--- src/rtl/apply_literal_pkg.sv ---
// Shared formula types (package common) and the apply_literal state encoding.
// The optional UNIT_DETECT_EN build adds no types; it reuses lit.
package common;
  localparam int num_clauses = 16;
  localparam int clause_len  = 4;
  localparam int var_w       = 5;
  localparam int len_w       = $clog2(clause_len + 1);
  localparam int idx_w       = $clog2(clause_len);
  localparam int iter_w      = $clog2(num_clauses);

  typedef struct packed {
    logic [var_w-1:0] num;
    logic             val;
  } lit;

  typedef struct packed {
    logic [len_w-1:0]      len;
    lit [clause_len-1:0]   lits;
  } clause;

  typedef clause [num_clauses-1:0] formula;

  localparam lit     zero_lit     = '0;
  localparam formula zero_formula = '0;
endpackage

package apply_literal_pkg;
  import common::*;

  typedef enum logic [1:0] {
    IDLE   = 2'd0,
    SCAN   = 2'd1,
    FINISH = 2'd2
  } state_e;

  // True when every clause slot is deleted (len == 0).
  function automatic logic formula_empty(input formula f);
    logic empty;
    empty = 1'b1;
    for (int i = 0; i < num_clauses; i++) begin
      if (f[i].len != '0) empty = 1'b0;
    end
    return empty;
  endfunction
endpackage

--- src/rtl/apply_literal_if.sv ---
// Request/result bundle for apply_literal; unit_found/unit_lit exist only
// when UNIT_DETECT_EN is defined.
interface apply_literal_if;
  import common::*;

  // start is a single-shot request sampled only while idle; there is no
  // ready. busy covers the scan, done pulses once and the result outputs
  // stay valid until the next done.
  logic   start;
  formula formula_in;
  lit     lit_in;
  logic   busy;
  logic   done;
  formula formula_out;
  logic   conflict;
  logic   satisfied;
`ifdef UNIT_DETECT_EN
  logic   unit_found;
  lit     unit_lit;

  modport master (output start, formula_in, lit_in,
                  input  busy, done, formula_out, conflict, satisfied,
                         unit_found, unit_lit);
  modport slave  (input  start, formula_in, lit_in,
                  output busy, done, formula_out, conflict, satisfied,
                         unit_found, unit_lit);
`else
  modport master (output start, formula_in, lit_in,
                  input  busy, done, formula_out, conflict, satisfied);
  modport slave  (input  start, formula_in, lit_in,
                  output busy, done, formula_out, conflict, satisfied);
`endif
endinterface

--- src/rtl/apply_literal_strike.sv ---
// clause_strike: applies one literal to one clause. Deletes the clause when
// satisfied, otherwise removes opposite literals and compacts survivors left.
module apply_literal_strike
  import common::*;
(
  input  clause clause_i,
  input  lit    lit_i,
  output clause clause_o,
  output logic  sat_o,
  output logic  emptied_o
);
  logic [len_w-1:0] cnt;

  always_comb begin
    clause_o  = '0;
    sat_o     = 1'b0;
    emptied_o = 1'b0;
    cnt       = '0;
    for (int k = 0; k < clause_len; k++) begin
      if (len_w'(k) < clause_i.len && clause_i.lits[k] == lit_i) sat_o = 1'b1;
    end
    if (clause_i.len == '0) begin
      clause_o = clause_i;
    end else if (!sat_o) begin
      // Any occurrence of lit_i.num here must be the opposite polarity.
      for (int k = 0; k < clause_len; k++) begin
        if (len_w'(k) < clause_i.len && clause_i.lits[k].num != lit_i.num) begin
          clause_o.lits[cnt[idx_w-1:0]] = clause_i.lits[k];
          cnt = cnt + len_w'(1);
        end
      end
      clause_o.len = cnt;
      emptied_o    = (cnt == '0);
    end
  end
endmodule

--- src/rtl/apply_literal.sv ---
// apply_literal: scans one clause per cycle applying a decided literal, then
// reports the simplified formula with conflict/satisfied (and, with
// UNIT_DETECT_EN, the first unit clause).
module apply_literal
  import common::*, apply_literal_pkg::*;
(
  input  logic   clock,
  input  logic   reset,
  apply_literal_if.slave bus,
  output state_e dbg_state_o
);
  localparam logic [iter_w-1:0] LAST_ITER = iter_w'(num_clauses - 1);

  state_e              state_q, state_d;
  logic [iter_w-1:0]   iter_q, iter_d;
  formula              work_q, work_d;
  lit                  lit_q, lit_d;
  logic                acc_q, acc_d;
  logic                busy_q, busy_d;
  logic                done_q, done_d;
  formula              fout_q, fout_d;
  logic                conflict_q, conflict_d;
  logic                sat_q, sat_d;
`ifdef UNIT_DETECT_EN
  logic                unit_found_q, unit_found_d;
  lit                  unit_lit_q, unit_lit_d;
`endif

  clause strike_clause;
  logic  strike_sat;
  logic  strike_emptied;

  apply_literal_strike u_strike (
    .clause_i  (work_q[iter_q]),
    .lit_i     (lit_q),
    .clause_o  (strike_clause),
    .sat_o     (strike_sat),
    .emptied_o (strike_emptied)
  );

  always_comb begin
    state_d    = state_q;
    iter_d     = iter_q;
    work_d     = work_q;
    lit_d      = lit_q;
    acc_d      = acc_q;
    busy_d     = busy_q;
    done_d     = 1'b0;
    fout_d     = fout_q;
    conflict_d = conflict_q;
    sat_d      = sat_q;
`ifdef UNIT_DETECT_EN
    unit_found_d = unit_found_q;
    unit_lit_d   = unit_lit_q;
`endif
    case (state_q)
      IDLE: begin
        if (bus.start) begin
          work_d  = bus.formula_in;
          lit_d   = bus.lit_in;
          acc_d   = 1'b0;
          iter_d  = '0;
          busy_d  = 1'b1;
          state_d = SCAN;
        end
      end
      SCAN: begin
        work_d[iter_q] = strike_sat ? '0 : strike_clause;
        if (strike_emptied) acc_d = 1'b1;
        if (iter_q == LAST_ITER) begin
          // Results are registered as the last clause lands, so done and
          // the outputs become visible together in the FINISH cycle.
          iter_d     = '0;
          state_d    = FINISH;
          busy_d     = 1'b0;
          done_d     = 1'b1;
          fout_d     = work_d;
          conflict_d = acc_d;
          sat_d      = !acc_d && formula_empty(work_d);
`ifdef UNIT_DETECT_EN
          unit_found_d = 1'b0;
          unit_lit_d   = zero_lit;
          for (int i = num_clauses - 1; i >= 0; i--) begin
            if (!acc_d && work_d[i].len == len_w'(1)) begin
              unit_found_d = 1'b1;
              unit_lit_d   = work_d[i].lits[0];
            end
          end
`endif
        end else begin
          iter_d = iter_q + iter_w'(1);
        end
      end
      FINISH: begin
        state_d = IDLE;
      end
      default: begin
        state_d = IDLE;
      end
    endcase
  end

  always_ff @(posedge clock or negedge reset) begin
    if (!reset) begin
      state_q    <= IDLE;
      iter_q     <= '0;
      work_q     <= zero_formula;
      lit_q      <= zero_lit;
      acc_q      <= 1'b0;
      busy_q     <= 1'b0;
      done_q     <= 1'b0;
      fout_q     <= zero_formula;
      conflict_q <= 1'b0;
      sat_q      <= 1'b0;
`ifdef UNIT_DETECT_EN
      unit_found_q <= 1'b0;
      unit_lit_q   <= zero_lit;
`endif
    end else begin
      state_q    <= state_d;
      iter_q     <= iter_d;
      work_q     <= work_d;
      lit_q      <= lit_d;
      acc_q      <= acc_d;
      busy_q     <= busy_d;
      done_q     <= done_d;
      fout_q     <= fout_d;
      conflict_q <= conflict_d;
      sat_q      <= sat_d;
`ifdef UNIT_DETECT_EN
      unit_found_q <= unit_found_d;
      unit_lit_q   <= unit_lit_d;
`endif
    end
  end

  assign bus.busy        = busy_q;
  assign bus.done        = done_q;
  assign bus.formula_out = fout_q;
  assign bus.conflict    = conflict_q;
  assign bus.satisfied   = sat_q;
`ifdef UNIT_DETECT_EN
  assign bus.unit_found  = unit_found_q;
  assign bus.unit_lit    = unit_lit_q;
`endif
  assign dbg_state_o     = state_q;
endmodule

--- src/flat_wrapper.sv ---
// flat-port wrapper written by rule: the top's interface ports become plain ports
module apply_literal_flat import common::*, apply_literal_pkg::*;
  (clock, reset, dbg_state_o, bus_start, bus_formula_in, bus_lit_in, bus_busy, bus_done, bus_formula_out, bus_conflict, bus_satisfied);
  apply_literal_if bus_i ();
  input  logic clock;
  input  logic reset;
  output state_e dbg_state_o;
  input wire logic [$bits(bus_i.start)-1:0] bus_start;
  input wire logic [$bits(bus_i.formula_in)-1:0] bus_formula_in;
  input wire logic [$bits(bus_i.lit_in)-1:0] bus_lit_in;
  output wire logic [$bits(bus_i.busy)-1:0] bus_busy;
  output wire logic [$bits(bus_i.done)-1:0] bus_done;
  output wire logic [$bits(bus_i.formula_out)-1:0] bus_formula_out;
  output wire logic [$bits(bus_i.conflict)-1:0] bus_conflict;
  output wire logic [$bits(bus_i.satisfied)-1:0] bus_satisfied;
  assign bus_i.start = bus_start;
  assign bus_i.formula_in = bus_formula_in;
  assign bus_i.lit_in = bus_lit_in;
  assign bus_busy = bus_i.busy;
  assign bus_done = bus_i.done;
  assign bus_formula_out = bus_i.formula_out;
  assign bus_conflict = bus_i.conflict;
  assign bus_satisfied = bus_i.satisfied;
  apply_literal u_core (.clock(clock), .reset(reset), .bus(bus_i), .dbg_state_o(dbg_state_o));
endmodule
--- config.mk ---
export PLATFORM = sky130hd
export DESIGN_NAME = apply_literal_flat
export DESIGN_NICKNAME = d
export VERILOG_FILES = /design/src/rtl/apply_literal_pkg.sv /design/src/rtl/apply_literal_if.sv /design/src/rtl/apply_literal_strike.sv /design/src/rtl/apply_literal.sv /design/src/flat_wrapper.sv
export SDC_FILE = /design/constraint.sdc
export NUM_CORES = 2
export LEC_CHECK = 0
export ABC_CLOCK_PERIOD_IN_PS = 7000
export CAP_MARGIN = 10
export CORE_MARGIN = 2
export CORE_UTILIZATION = 30
export CTS_BUF_LIST = sky130_fd_sc_hd__clkbuf_2 sky130_fd_sc_hd__clkbuf_4 sky130_fd_sc_hd__clkbuf_8
export DETAILED_ROUTE_END_ITERATION = 6
export PLACE_DENSITY = 0.54
export SLEW_MARGIN = 30
export SYNTH_ARGS = -nofsm -noshare
export SYNTH_HDL_FRONTEND = slang
export SYNTH_SLANG_ARGS = --single-unit
--- constraint.sdc ---
create_clock -name clock -period 7 [get_ports clock]
set_input_delay 2.1 -clock clock [delete_from_list [all_inputs] [get_ports clock]]
set_output_delay 2.1 -clock clock [all_outputs]
set_load 0.02 [all_outputs]
# After elaboration in Yosys (flattened, before gate mapping)
# Cells that the tools add are included.
# W data, S select, Z words.
dict set report word_totals {
  mem_bits_ro 0
  ram_bits 0
  inputBits 441
  ff_bits 881
  latch_bits 0
  output_inout_bits 438
  mem_count 0
  elab_cells 443
}
dict set report classes {
  reduce_logical 39
  bitwise_logic 0
  eq_ne 12
  order_cmp 12
  n_addsub 4
  multipliers 0
  mux 79
  n_shift 0
  n_div 0
}
# op n
set ops {}
lappend ops {{$pmux W432 S2} 1}
lappend ops {{$bwmux W432} 1}
lappend ops {{$mux W432} 1}
lappend ops {{$mux W24} 7}
lappend ops {{$bmux W27 S4} 1}
lappend ops {{$demux W27 S4} 1}
lappend ops {{$mux W27} 4}
lappend ops {{$bwmux W24} 3}
lappend ops {{$reduce_bool A3 Y1} 16}
lappend ops {{$demux W6 S2} 3}
lappend ops {{$mux W6} 6}
lappend ops {{$mux W3} 11}
lappend ops {{$mux W1} 32}
lappend ops {{$eq A6 B6 Y1} 4}
lappend ops {{$ne A5 B5 Y1} 4}
lappend ops {{$logic_and A1 B1 Y1} 13}
lappend ops {{$add A3 B1 Y3 const B} 3}
lappend ops {{$lt A2 B3 Y1 const B} 3}
lappend ops {{$mux W4} 2}
lappend ops {{$pmux W4 S2} 1}
lappend ops {{$reduce_and A2 Y1} 4}
lappend ops {{$ge A2 B1 Y1 const B} 3}
lappend ops {{$logic_not A3 Y1} 2}
lappend ops {{$lt A1 B3 Y1 const A} 2}
lappend ops {{other kinds (15)} 18}

# Depth between registers and ports, before layout
dict set report logic_depth {
  word_depth 47
  ltp_mapped 27
  depth_no_buf 18
}

# By module
# A second synthesis with hierarchy kept.
dict set report unflattened {
  hier_cells 4611
  area_unflattened_um2 42062.8
}
# module instances cells_each area_per_inst_um2 seq_area_each_um2
set by_module_without_submodules {}
lappend by_module_without_submodules {apply_literal 1 4432 40781.6 22046.1}
lappend by_module_without_submodules {apply_literal_strike 1 179 1281.2 0.0}

# Worst setup path before layout
# No wires, ideal clock.
dict set report synth_path {
  path_type {reg-to-reg}
  startpoint {reg u_core.iter_q[1]}
  endpoint {reg u_core.work_q[35] in the netlist's numbering}
  synth_period_minus_slack_ns 4.969
  required_time_ns 6.861
  setup_ns 0.139
  arrival_ns 4.829
  stages_incl_launch_ff 25
  path_slack_ns 2.031
  path_buffers 6
  cell_sequence {dfrtp_1 buf_6 buf_6 buf_6 mux4_2 a22oi_1 nand2_1 xor2_1 a211oi_2 a21oi_1 ha_1 buf_1 inv_1 nand4_1 mux2i_1 or2_2 inv_1 ha_1 buf_2 nand3_1 a41oi_1 nor2_1 a22oi_1 buf_2 a21oi_1}
}
dict set report synth_between {
  elab_chain_cells 25
  elab_cells_between_ends 72
  classes_between {2 x add/sub; 12 x order compare; 8 x eq/ne; 37 x mux; 13 x reduce/logical}
}
# item line_no
set synth_rtl {}
lappend synth_rtl {{start, declared} apply_literal.sv:15} ;# logic [iter_w-1:0] iter_q, iter_d;
lappend synth_rtl {{start signal, assigned} apply_literal.sv:121} ;# iter_q <= iter_d;
lappend synth_rtl {{$bmux W27 S4} apply_literal.sv:34} ;# .clause_i (work_q[iter_q]),
lappend synth_rtl {{$mux W27 (not written as such)} apply_literal.sv:34}
lappend synth_rtl {{$lt A1 B3 Y1 or $ne A5 B5 Y1 (tied branches)} {apply_literal_strike.sv:20, apply_literal_strike.sv:27}}
lappend synth_rtl {{$logic_and A1 B1 Y1} apply_literal_strike.sv:27} ;# if (len_w'(k) < clause_i.len && clause_i.lits[k].num != lit_i.num) begin
lappend synth_rtl {{$mux W1} apply_literal_strike.sv:27}
lappend synth_rtl {{$mux W3} apply_literal_strike.sv:24} ;# end else if (!sat_o) begin
lappend synth_rtl {{$mux W3} apply_literal_strike.sv:22} ;# if (clause_i.len == '0) begin
lappend synth_rtl {{$add A3 B1 Y3 (tied with other cells)} apply_literal_strike.sv:29} ;# cnt = cnt + len_w'(1);
lappend synth_rtl {{(+9 left out)} --}
lappend synth_rtl {{$mux W6 (not written as such) or $mux W24 (tied branches)} {apply_literal_strike.sv:28, apply_literal_strike.sv:24}}
lappend synth_rtl {{$demux W6 S2 or $mux W24 (tied branches)} {apply_literal_strike.sv:28, apply_literal_strike.sv:22}}
lappend synth_rtl {{$bwmux W24} apply_literal_strike.sv:28} ;# clause_o.lits[cnt[idx_w-1:0]] = clause_i.lits[k];
lappend synth_rtl {{$mux W24} apply_literal_strike.sv:27}
lappend synth_rtl {{$mux W27} apply_literal_strike.sv:22}
lappend synth_rtl {{$mux W27} apply_literal.sv:68} ;# work_d[iter_q] = strike_sat ? '0 : strike_clause;
lappend synth_rtl {{$bwmux W432 (*)} apply_literal.sv:68}
lappend synth_rtl {{$pmux W432 S2 (*)} apply_literal.sv:56} ;# case (state_q)
lappend synth_rtl {{end signal, assigned} apply_literal.sv:107} ;# work_q <= zero_formula;
lappend synth_rtl {{end signal, assigned} apply_literal.sv:122} ;# work_q <= work_d;
lappend synth_rtl {{end, declared} apply_literal.sv:16} ;# formula work_q, work_d;
# Mark *: on every way between the ends. The rest lies on a longest branch, timed or not. The select of a mux whose other input is x is not followed.
# A chain may end at the register's enable or synchronous reset.

# Worst setup path in the final report
dict set report layout_path {
  startpoint {reg u_core.iter_q[1]}
  endpoint {reg u_core.fout_q, in the netlist u_core.bus.formula_out[333]}
}
dict set report layout_between {
  elab_chain_cells 24
  elab_cells_between_ends 73
  classes_between {2 x add/sub; 12 x order compare; 9 x eq/ne; 36 x mux; 14 x reduce/logical}
}
# item line_no
set layout_rtl {}
lappend layout_rtl {{$bmux W27 S4} apply_literal.sv:34}
lappend layout_rtl {{$mux W27 (not written as such)} apply_literal.sv:34}
lappend layout_rtl {{$lt A1 B3 Y1 or $ne A5 B5 Y1 (tied branches)} {apply_literal_strike.sv:20, apply_literal_strike.sv:27}}
lappend layout_rtl {{$logic_and A1 B1 Y1} apply_literal_strike.sv:27}
lappend layout_rtl {{$mux W1} apply_literal_strike.sv:27}
lappend layout_rtl {{$mux W3} apply_literal_strike.sv:24}
lappend layout_rtl {{$mux W3} apply_literal_strike.sv:22}
lappend layout_rtl {{$add A3 B1 Y3 (tied with other cells)} apply_literal_strike.sv:29}
lappend layout_rtl {{(+8 left out)} --}
lappend layout_rtl {{$logic_and A1 B1 Y1 (not written as such) or $mux W24 (tied branches)} {apply_literal_strike.sv:28, apply_literal_strike.sv:27}}
lappend layout_rtl {{$mux W6 (not written as such) or $mux W24 (tied branches)} {apply_literal_strike.sv:28, apply_literal_strike.sv:24}}
lappend layout_rtl {{$demux W6 S2 or $mux W24 (tied branches)} {apply_literal_strike.sv:28, apply_literal_strike.sv:22}}
lappend layout_rtl {{$bwmux W24} apply_literal_strike.sv:28}
lappend layout_rtl {{$mux W24} apply_literal_strike.sv:27}
lappend layout_rtl {{$mux W27} apply_literal_strike.sv:22}
lappend layout_rtl {{$mux W27} apply_literal.sv:68}
lappend layout_rtl {{$bwmux W432} apply_literal.sv:68}
lappend layout_rtl {{end signal, assigned} apply_literal.sv:112} ;# fout_q <= zero_formula;
lappend layout_rtl {{end signal, assigned} apply_literal.sv:127} ;# fout_q <= fout_d;
lappend layout_rtl {{end, declared} apply_literal.sv:21} ;# formula fout_q, fout_d;
# Several ways; a longest one is shown, not always the timed one. The select of a mux whose other input is x is not followed.

==> results.tsv <==
metric	value	unit
outcome	finished clean	
# nets final	5327	
Int Pwr	17720	uW
Layout Utilization	41.19	%
largest area contributor in the netlist	dfrtp_1	
critical path data arrival time	7160	ps
Critical Path RT	7750	ps
#FFs+latches synth	881	
clock slew at reported path FFs	60	ps
Final Routed Wirelength	240800	um
post-route cell area	55110	um^2
initial antenna violation count	103	
total of max-cap violations	0	
drt initial violations	4768	
FILL cells	13266	
Net Count, Synth	4513	
Num CTS Buffers	163	
Routability Congestion	0.9880	
crit-path leading delay family	compound AO/OA/AOI/OAI gates	
largest net degree at the start of global routing	160	
synth unique cells	85	
first-pass GRT wire length	326500	um
Post-synth EDFFs	0	
Worst path slowest cell	dfrtp_4	
sequential share of the synthesized area	54.35	%
Clock Sinks	881	
Synth Flop Type	dfrtp_1	
post-CTS setup buffer count	0	
Max-Slew Margin vs Limit	29.19	%
core box area	133800	um^2
row count	134	
clk_lat worst skew	930	ps
Startpoint Class	flop	
placed cells	6478	
CP cell instances	buf_4 > mux4_2 > a22oi_1 > nand2_1 > xor2_1 > a211oi_2 > buf_4 > a21oi_1 > ha_1 > inv_1 > a311oi_1 > a21o_1 > or2_2 > inv_1 > ha_1 > nand3_1 > a41oi_1 > nor2_1 > a21oi_2 > buf_4 > o21ai_0	
DR pass1 iterations	6	
H-tree Lvls	4	
Die Span Y	371.7	um
post-route setup TNS	0	ps
Tot GR Track Use	34.04	%
DR vias/cell	5.864	
period utilization	91.55	%
Worst VDD drop	665.2	uV
CP max stage delay	770	ps
Pwr Density	689.2	nW/um^2
die area	138200	um^2
hold crit path type	flop to flop	
DRC Markers	0	
Post-Syn Instances	4061	
post-synthesis cell area	40570	um^2
part of the power in registers	26.3	%
Clock Path Buffers	3	
CTS Hold Bufs	0	
vias in the first global route	39069	
IO Port Bufs	878	
share of post-route cells with drive strength above 1	13.24	%
LEAKAGE	0.02271	uW
Top cell by count, worst path	buf_4	
DPL Wire Length	179000	um
CP endpoint kind	flop	
pins over their slew limit	0	
total gr overflow	0	
Die Wd	371.7	um
Slew @ Worst Pin	1060	ps
Post-synth top cells	dfrtp_1 (881), nand2_1 (834), a21oi_1 (424), o22ai_1 (305), clkbuf_1 (275)	
Clock Power Share	14.2	%
buffers and inverters on the worst path	5	
Ys Warns	0	
skew final	55.80	ps
cts repair resizes	0	
Hold Slack	462.8	ps
critical path class	flop to flop	
Area contributors post-synth	dfrtp_1 (54%), nand2_1 (7.7%), mux4_2 (5.3%)	
asr flop ratio synth	100.0	%
placed cell area	51470	um^2
Non-Filler Instances	6833	
routed len/inst	35.24	um
crit-path max FO	23	
Fmax achieved	156.0	MHz
Layout area overhead	35.86	%
Routed Antenna Nets	0	
starting density of the core	30.32	%
Gate power share	59.5	%
clock root buffer	clkbuf_8	
Boundary Pins	879	
shortest period the worst path allows	6409	ps
synthesized area per cell	9.989	um^2
P_sw	20270	uW
RSZ-0062 raised after global routing	no	
CTS tree	yes	
top cell type's share of synthesized area	54.35	%
Final setup viols	0	
via count	40069	
most frequent cell after synthesis	dfrtp_1	
endpoints failing hold	0	
Switching Fraction	53.35	%
metrics by stage:
| step | setup WS [ps] | power (uW) |
|---|---|---|
| after floorplan | 2031 | 20700 |
| after global placement | 767.9 | 32020 |
| after detailed placement | 701.5 | 32140 |
| after CTS | 644.7 | 37650 |
| after global routing | 350.1 | 39300 |
| final | 591.3 | 37980 |
worst min-delay path, delay by kind of cell, from the launching register on:
family,cells,cell delay [ps]
flip-flops,1,330
AND/OR/NAND/NOR,2,100
kinds of logic (layout without fill, tap and decap cells):
logic type	Yosys count	after routing	share of synthesized area, %
compound gates	1342	1342	20.29
simple gates	1288	1288	13.84
flops	881	881	54.35
buf+inv	385	1324	4.318
mux	140	140	6.529
xor+xnor	14	14	0.3393
fa+ha+maj	11	11	0.3393
other cells	0	65	0
state kept, by name (all words and copies together), names as in the netlist:
name	cells
u_core.work_q	432
u_core.bus.busy	1
u_core.lit_q	6
u_core.bus.conflict	1
u_core.bus.formula_out	432
u_core.bus.satisfied	1
u_core.dbg_state_o	2
u_core.acc_q	1
u_core.iter_q	4
u_core.bus.done	1
metal layers:
layer / wire length (um) / up-vias / global-route usage, %
met1: 93130 / 20507 / 42.25
met3: 25880 / 565 / 12.24
met5: 460 / - / 0
li1: - / 16511 / -
met4: 12610 / 74 / 17.75
met2: 108700 / 2412 / 51.83
cell type report:
cell class	count	area, um^2	area share [%]
Clock buffer	256	3167	5.746
Multi-Input combinational cell	2795	17040	30.93
Inverter	18	75.07	0.1362
Antenna cell	65	162.7	0.2951
Clock inverter	34	312.8	0.5676
Sequential cell	881	22060	40.02
Timing Repair Buffer	1016	10080	18.29
Tap cell	1768	2212	4.014
final timing paths:
| check | startpoint | to | slack (ps) | cells after the start |
|---|---|---|---|---|
| min in group asynchronous | reset | u_core.bus.formula_out[280] | 1250 | 1 |
| worst min register to register | u_core.bus.formula_out[57] | u_core.bus.formula_out[57] | 460 | 2 |
| worst min-delay path | u_core.bus.formula_out[57] | u_core.bus.formula_out[57] | 460 | 2 |
| worst max register to register | u_core.iter_q[1] | u_core.bus.formula_out[333] | 590 | 21 |
| max in group asynchronous | reset | u_core.bus.formula_out[148] | 4370 | 3 |
| worst max-delay path | u_core.iter_q[1] | u_core.bus.formula_out[333] | 590 | 21 |
power by group through the flow:
stage	sequential [uW]	combinational (uW)	clock, uW
floorplan	10200	10500	0
global placement	9920	22100	0
detailed placement	9930	22200	0
CTS	9870	22300	5480
global route	10100	23500	5680
finish	9990	22600	5410
cells in the final DEF, fill, tap and decap left out, types with 44 or more instances in the layout:
cell type,synthesis,routed
clkdlybuf4s50_1,0,877
a22oi_1,152,150
mux4_2,95,95
a21oi_1,424,405
and3_1,63,63
nand2_1,834,822
nand3_1,230,230
dfrtp_1,881,877
clkbuf_8,0,199
clkbuf_4,0,57
buf_4,17,118
o21a_1,60,60
o21ai_0,184,179
nor2_1,63,46
diode_2,0,65
o22ai_1,305,305
o211ai_1,44,44
o21ai_1,61,59
(Power assumes the default switching activity.)
